**config.mk**
```make
export PLATFORM = sky130hd
export DESIGN_NAME = wb_regfile_dual
export DESIGN_NICKNAME = d
export VERILOG_FILES = /design/src/rtl/wb_regfile_dual_pkg.sv /design/src/rtl/wb_lane_select.sv /design/src/rtl/wb_regfile_dual.sv
export SDC_FILE = /design/constraint.sdc
export NUM_CORES = 2
export LEC_CHECK = 0
export CAP_MARGIN = 20
export CORE_MARGIN = 8
export CORE_UTILIZATION = 40
export CTS_CLUSTER_DIAMETER = 40
export DETAILED_ROUTE_END_ITERATION = 7
export SLEW_MARGIN = 10
export SYNTH_ARGS = -nofsm -noshare
export SYNTH_HDL_FRONTEND = slang
export SYNTH_HIERARCHICAL = 1
export SYNTH_SLANG_ARGS = --single-unit
```
**constraint.sdc**
```tcl
create_clock -name clk -period 2.31 [get_ports clk]
set_input_delay 0.231 -clock clk [delete_from_list [all_inputs] [get_ports clk]]
set_output_delay 0.231 -clock clk [all_outputs]
set_load 0.005 [all_outputs]
```
**src/rtl/wb_regfile_dual_pkg.sv**
```systemverilog
// Shared constants for the dual-lane writeback stage and its register file.
package wb_regfile_dual_pkg;

   localparam logic [1:0] MEMTOREG_ALU  = 2'b00;
   localparam logic [1:0] MEMTOREG_MEM  = 2'b01;
   localparam logic [1:0] MEMTOREG_LINK = 2'b10;

   localparam logic [4:0] REG_ZERO = 5'd0;
   localparam logic [4:0] LINK_REG = 5'd31;

   localparam int NUM_REGS = 32;

endpackage

```
**src/rtl/wb_lane_select.sv**
```systemverilog
// One writeback lane: picks the result source and resolves the effective
// destination and write enable. Purely combinational.
module wb_lane_select
   import wb_regfile_dual_pkg::*;
#(
   parameter int         DATA_W    = 32,
   parameter int         PC_W      = 6,
   parameter logic [4:0] LINK_ADDR = 5'd31
) (
   input  logic [DATA_W-1:0] mem_data_i,
   input  logic [DATA_W-1:0] alu_res_i,
   input  logic [PC_W-1:0]   pcplus1_i,
   input  logic [1:0]        memtoreg_i,
   input  logic [4:0]        dst_i,
   input  logic              regwrite_i,
   output logic              we_o,
   output logic [4:0]        addr_o,
   output logic [DATA_W-1:0] data_o
);

   // Source mux; the reserved encoding falls back to the ALU result.
   always_comb begin
      data_o = alu_res_i;
      addr_o = dst_i;
      case (memtoreg_i)
         MEMTOREG_MEM:  data_o = mem_data_i;
         MEMTOREG_LINK: begin
            data_o = {{(DATA_W-PC_W){1'b0}}, pcplus1_i};
            addr_o = LINK_ADDR;
         end
         default: data_o = alu_res_i;
      endcase
      we_o = regwrite_i && (addr_o != REG_ZERO);
   end

endmodule

```
**src/rtl/wb_regfile_dual.sv**
```systemverilog
// Dual-lane writeback with a 2-write/4-read register file.
// Define WB_BYPASS_EN to forward same-cycle writes onto the read ports.
module wb_regfile_dual #(
   parameter int         DATA_W   = 32,
   parameter int         PC_W     = 6,
   parameter logic [4:0] LINK_REG = 5'd31
) (
   input  logic              clk,
   input  logic              reset,
   input  logic [DATA_W-1:0] wb0_mem_data,
   input  logic [DATA_W-1:0] wb1_mem_data,
   input  logic [DATA_W-1:0] wb0_alu_res,
   input  logic [DATA_W-1:0] wb1_alu_res,
   input  logic [4:0]        wb0_dst,
   input  logic [4:0]        wb1_dst,
   input  logic [1:0]        wb0_memtoreg,
   input  logic [1:0]        wb1_memtoreg,
   input  logic              wb0_regwrite,
   input  logic              wb1_regwrite,
   input  logic [PC_W-1:0]   wb0_pcplus1,
   input  logic [PC_W-1:0]   wb1_pcplus1,
   input  logic [4:0]        rd_addr0,
   input  logic [4:0]        rd_addr1,
   input  logic [4:0]        rd_addr2,
   input  logic [4:0]        rd_addr3,
   output logic [DATA_W-1:0] rd_data0,
   output logic [DATA_W-1:0] rd_data1,
   output logic [DATA_W-1:0] rd_data2,
   output logic [DATA_W-1:0] rd_data3,
   output logic              fwd0_we,
   output logic              fwd1_we,
   output logic [4:0]        fwd0_addr,
   output logic [4:0]        fwd1_addr,
   output logic [DATA_W-1:0] fwd0_data,
   output logic [DATA_W-1:0] fwd1_data
);
   import wb_regfile_dual_pkg::*;

   logic              we0_s, we1_s;
   logic [4:0]        addr0_s, addr1_s;
   logic [DATA_W-1:0] data0_s, data1_s;
   logic              wr0_s, wr1_s;
   logic [DATA_W-1:0] regs_q [NUM_REGS];

   wb_lane_select #(.DATA_W(DATA_W), .PC_W(PC_W), .LINK_ADDR(LINK_REG)) u_lane0 (
      .mem_data_i (wb0_mem_data),
      .alu_res_i  (wb0_alu_res),
      .pcplus1_i  (wb0_pcplus1),
      .memtoreg_i (wb0_memtoreg),
      .dst_i      (wb0_dst),
      .regwrite_i (wb0_regwrite),
      .we_o       (we0_s),
      .addr_o     (addr0_s),
      .data_o     (data0_s)
   );

   wb_lane_select #(.DATA_W(DATA_W), .PC_W(PC_W), .LINK_ADDR(LINK_REG)) u_lane1 (
      .mem_data_i (wb1_mem_data),
      .alu_res_i  (wb1_alu_res),
      .pcplus1_i  (wb1_pcplus1),
      .memtoreg_i (wb1_memtoreg),
      .dst_i      (wb1_dst),
      .regwrite_i (wb1_regwrite),
      .we_o       (we1_s),
      .addr_o     (addr1_s),
      .data_o     (data1_s)
   );

   // Forwarding buses expose the lane decisions regardless of reset.
   assign fwd0_we   = we0_s;
   assign fwd1_we   = we1_s;
   assign fwd0_addr = addr0_s;
   assign fwd1_addr = addr1_s;
   assign fwd0_data = data0_s;
   assign fwd1_data = data1_s;

   // Writes into the array (and the bypass) are suppressed while reset is held.
   assign wr0_s = we0_s && reset;
   assign wr1_s = we1_s && reset;

   // Storage; lane 1's write is scheduled last so it wins a shared destination.
   always_ff @(posedge clk or negedge reset) begin
      if (!reset) begin
         for (int i = 0; i < NUM_REGS; i++) begin
            regs_q[i] <= '0;
         end
      end else begin
         if (wr0_s) begin
            regs_q[addr0_s] <= data0_s;
         end
         if (wr1_s) begin
            regs_q[addr1_s] <= data1_s;
         end
      end
   end

   function automatic logic [DATA_W-1:0] read_port(input logic [4:0] addr);
      logic [DATA_W-1:0] val;
      val = '0;
`ifdef WB_BYPASS_EN
      if (addr == REG_ZERO) begin
         val = '0;
      end else if (wr1_s && (addr == addr1_s)) begin
         val = data1_s;
      end else if (wr0_s && (addr == addr0_s)) begin
         val = data0_s;
      end else begin
         val = regs_q[addr];
      end
`else
      if (addr == REG_ZERO) begin
         val = '0;
      end else begin
         val = regs_q[addr];
      end
`endif
      return val;
   endfunction

   // Four combinational read ports.
   always_comb begin
      rd_data0 = read_port(rd_addr0);
      rd_data1 = read_port(rd_addr1);
      rd_data2 = read_port(rd_addr2);
      rd_data3 = read_port(rd_addr3);
   end

endmodule

```
# == Yosys cells after proc, flatten, opt, wreduce, memory -nomap -nowiden ==
# Cells that the tools add are included.
# W data, S select, Z words.
# op_classes
magnitude_cmp,8
bitwise,6
mux,28
eq_ne,4
n_reduce_logical,12
# ops
operator,count
$bwmux W1024,2
$mux W1024,2
$bmux W32 S5,4
$mux W32,14
$demux W32 S5,2
$pmux W32 S2,2
$ge A6 B6 Y1 const B,6
$not A5 Y6,6
$logic_not A5 Y1,4
$lt A6 B1 Y1 const B,2
$mux W5,2
$reduce_bool A5 Y1,2
$logic_and A1 B1 Y1,6
$eq A2 B1 Y1 const B,2
$eq A2 B2 Y1 const B,2
# totals
input_bits,178
ff_bits,1024
wordCells,90

# == Depth between registers and ports, before layout ==
# logic_depth
ltp_word,11
mapped_depth,12
depth_no_buf,8

# == Modules after synthesis ==
# The synthesis kept the hierarchy.
# by_module_without_submodules
module,cells_each,instances,area_each_um2,seq_area_each_um2
wb_regfile_dual,7576,1,80747.4,25624.6
wb_lane_select,64,2,467.9,0.0

# == Worst setup path after synthesis ==
# Ideal clock, no wire load.
# synth_timing
path_type,input-to-reg
from,input port wb0_memtoreg[0]
to,register regs_q[916] (netlist name)
path_buffers,3
arrival_ns,2.252
slack_ns,-0.074
setup_time_ns,0.132
required_time_ns,2.178
cell_stages,10
cell_sequence,inv_1 -> ha_1 -> clkbuf_1 -> or2_2 -> or3_1 -> buf_2 -> nor2_4 -> clkbuf_4 -> mux2i_1 -> o21ai_1
# synth_via
elab_chain_cells,11
elab_cells_between_ends,17
classes_between,2 x order compare; 2 x eq/ne; 8 x mux; 1 x bitwise; 4 x reduce/logical
# synth_lines
item,line,text
start: declaration,wb_regfile_dual.sv:16,"input logic [1:0] wb0_memtoreg,"
$eq A2 B2 Y1 *,wb_lane_select.sv:25,case (memtoreg_i)
$mux W5 *,wb_lane_select.sv:25,
via fwd0_addr[4],wb_regfile_dual.sv:32,"output logic [4:0] fwd0_addr,"
$not A5 Y6 (not written as such),wb_regfile_dual.sv:89,regs_q[addr0_s] <= data0_s;
$ge A6 B6 Y1 (not written as such) or $lt A6 B1 Y1 (tied branches),wb_regfile_dual.sv:89,
$logic_and A1 B1 Y1 (not written as such),wb_regfile_dual.sv:89,
$mux W32 (not written as such),wb_regfile_dual.sv:89,
$demux W32 S5,wb_regfile_dual.sv:89,
$bwmux W1024,wb_regfile_dual.sv:89,
$mux W1024 *,wb_regfile_dual.sv:88,if (wr0_s) begin
$bwmux W1024,wb_regfile_dual.sv:92,regs_q[addr1_s] <= data1_s;
$mux W1024 *,wb_regfile_dual.sv:91,if (wr1_s) begin
end signal: indexed assignment,wb_regfile_dual.sv:89,
end signal: indexed assignment,wb_regfile_dual.sv:92,
end: declaration,wb_regfile_dual.sv:43,logic [DATA_W-1:0] regs_q [NUM_REGS];
# Mark *: on every way through the listed nets, which the timed path passes. The rest lies on a longest branch.

# == Final worst setup path ==
# layout_timing
from,register regs_q[133] (netlist name)
to,output port rd_data0[5]
# layout_via
elab_chain_cells,4
# layout_lines
item,line,text
$bmux W32 S5,wb_regfile_dual.sv:114,val = regs_q[addr];
$mux W32 (not written as such) (2 in a row),wb_regfile_dual.sv:114,
$mux W32,wb_regfile_dual.sv:111,if (addr == REG_ZERO) begin
end: declaration,wb_regfile_dual.sv:26,"output logic [DATA_W-1:0] rd_data0,"
# Every way passes these cells. The select of a mux whose other input is x is not followed.

==> results.json <==
{
  "drt_iter0_drc": 13400,
  "largest_reg_flops": 1024,
  "cts_inserted_buffers": 212,
  "path_clk_slew_ns": 0.05,
  "path_common_cell": "buf_6",
  "antenna_found_initial": 29,
  "boundaryPins": 382,
  "synth_top_cell_by_area": "dfrtp_1",
  "arrival_ns": 2.90,
  "fin_skew_ns": 0,
  "cp_slowest_stage_delay_ns": 0.51,
  "avgSynthCellArea_um2": 10.6,
  "drcViolationCount": 0,
  "ys_types": 58,
  "core-area_um2": 204000,
  "wl_per_cell_um": 40.0,
  "min_period_ns": 3.13,
  "overflow": 0,
  "cts_root_buf": "clkbuf_16",
  "ir_worst_vdd_mv": 0.830,
  "max-slew-margin-rel_pct": 12.6,
  "yosys.area.top_type_share_pct": 31.4,
  "netlist_top_cells_count": "mux2i_1, dfrtp_1, mux4_2",
  "p_per_area_nw_per_um2": 815,
  "grt_max_degree": 146,
  "syn-cell-area_um2": 81700,
  "cap_violations": 0,
  "critPathKind": "reg -> out",
  "async_flop_share_pct": 100,
  "synth_edf_count": 0,
  "viasPerCell": 6.99,
  "cts.htree.levels": 4,
  "clock_latency_ns": 0.88,
  "setup_slack_ns": -0.816,
  "largest_register": "regs_q",
  "maxSlewViolCount": 0,
  "postLayoutCellArea_um2": 117000,
  "io_buffer_count": 381,
  "wirelength_um": 490000,
  "setup_viol": 128,
  "syn_to_final_growth_pct": 43.0,
  "synth_seq_cells": 1024,
  "yosysMostFrequentCell": "mux2i_1",
  "synth_cells": 7704,
  "period_share_pct": 135,
  "outcome": "finished with violations",
  "yosysSeqAreaShare_pct": 31.4,
  "cp.required_ns": 2.08,
  "max_freq_mhz": 320,
  "row_count": 166,
  "p_leak_uw": 0.0503,
  "start_kind": "register",
  "cts_tree": "yes",
  "cts_sinks": 1024,
  "endpoint_kind": "output port",
  "cts.path.max_buffers": 3,
  "reg_top3": "regs_q (1024)",
  "synth_area_leaders": "dfrtp_1, mux4_2, mux2i_1",
  "crit_path_cell_trace": "buf_4, mux2i_1, a22oi_1, nand4_1, a211oi_4, buf_6, buf_6",
  "tightest_slew_ns": 1.31,
  "rsz0062_at_grt": "yes",
  "dp_hpwl_um": 345000,
  "drive_gt1_share_pct": 42.8,
  "grt_pass1_vias": 83400,
  "drtAntennaViolNets": 0,
  "cpMaxStageDelayCell": "a211oi_4",
  "fillers": 16700,
  "violations": "negative setup slack",
  "via_count": 85700,
  "dominantRegCellSynth": "dfrtp_1",
  "place_ws_ns": -1.04,
  "finalPower_uw": 95200,
  "grt_use_total_pct": 43.3,
  "min_path_type": "in -> async",
  "nNetsFinal": 9540,
  "grt_first_pass_wirelength_um": 670000,
  "syn-num-nets": 7886,
  "first_pass_iters": 8,
  "place.gp.congestion": 1.07,
  "die_w_um": 468,
  "hold-worst-slack_ns": 0.137,
  "finalHoldViolations": 0,
  "placed_area_um2": 104000,
  "dieArea_um2": 219000,
  "die_h_um": 468,
  "yosys_warnings": 6,
  "crit_path_max_fanout": 4,
  "start_util_pct": 40.1
}
[kinds of logic (layout without fill, tap and decap cells)]
group                    count (synthesis)  after routing  share of synthesized area (%)
adder cells (fa/ha/maj)                  4              4                         0.0613
AO/OA/AOI/OAI                         1888           1888                           14.1
multiplexers                          2336           2336                           41.1
buffers and inverters                  957           2801                           5.50
flip-flops                            1024           1024                           31.4
AND/OR/NAND/NOR                       1495           1495                           7.86
other                                    0             23                              0
[routing by layer]
metal  wire [um]  global-route usage, %
met4       55800                   39.0
met2      197000                   59.7
met3       68500                   16.5
met5         284                  0.156
met1      169000                   52.1
[metrics by stage]
stage | setup TNS [ns] | std cells | utilization (%)
2_1_floorplan | -0.0569 | 7704 | -
3_3_place_gp | -827.17 | 11600 | 50.8
3_5_place_dp | -863.29 | 11600 | 50.8
4_1_cts | -76.82 | 12200 | 56.5
5_1_grt | -78.00 | 12200 | 57.3
6_report | -75.74 | 12300 | 57.3
[path summary, 6_finish.rpt]
path / start / slack (ns) / endpoint / cells past startpoint
worst min register to register: regs_q[220]$_DFF_PN0_ / 0.59 / regs_q[220]$_DFF_PN0_ / 2
max in group asynchronous: reset / 0.89 / regs_q[429]$_DFF_PN0_ / 4
worst max register to register: regs_q[927]$_DFF_PN0_ / 1.12 / regs_q[927]$_DFF_PN0_ / 5
min in group clk: wb0_mem_data[23] / 0.32 / regs_q[215]$_DFF_PN0_ / 5
worst max-delay path: regs_q[133]$_DFF_PN0_ / -0.82 / rd_data0[5] / 7
worst min-delay path: reset / 0.14 / regs_q[899]$_DFF_PN0_ / 3
[report_power, final]
part	internal, uW	switching (uW)	total [uW]
logic	18500	16600	35100
clock network	21100	12000	33100
registers	22200	4790	27000
[placed cells by master (no fill, tap or decap), drive strengths merged, types with 52 or more instances in the layout]
cell type / synthesis / layout
a22oi: 171 / 171
nand2: 709 / 709
dfrtp: 1024 / 1024
clkinv: 0 / 78
a221oi: 110 / 110
clkdlybuf4s50: 0 / 202
nor2b: 106 / 106
a211oi: 128 / 128
clkbuf: 543 / 255
mux4: 800 / 800
o21ai: 696 / 696
buf: 406 / 2157
a311oi: 96 / 96
o221ai: 64 / 64
mux2i: 1406 / 1406
nor2: 567 / 567
a22o: 52 / 52
mux2: 130 / 130
a21oi: 516 / 516
[timing repair]
action,CTS,global route
pin swaps,189,141
endpoints found under the setup margin,204,143
hold endpoints to repair,343,0
setup buffers,196,45
resized for setup,1282,303
hold buffers,2,0
[critical path: cells and delay by family (launching register included)]
| family | cells | cell delay, ns |
|---|---|---|
| compound gates | 2 | 0.70 |
| buf+inv | 3 | 0.55 |
| flops | 1 | 0.41 |
| simple gates | 1 | 0.27 |
| mux | 1 | 0.08 |
[layout make-up]
class / count / area, um^2 / share of cell area [%]
Antenna cell: 23 / 57.6 / 0.0493
Sequential cell: 1024 / 25700 / 22.0
Clock inverter: 150 / 1870 / 1.60
Timing Repair Buffer: 2389 / 24000 / 20.6
Inverter: 8 / 40.0 / 0.0343
Clock buffer: 254 / 5760 / 4.94
Tap cell: 2688 / 3360 / 2.88
Multi-Input combinational cell: 5723 / 56000 / 47.9
No activity file was read; power rests on OpenSTA's default activity.
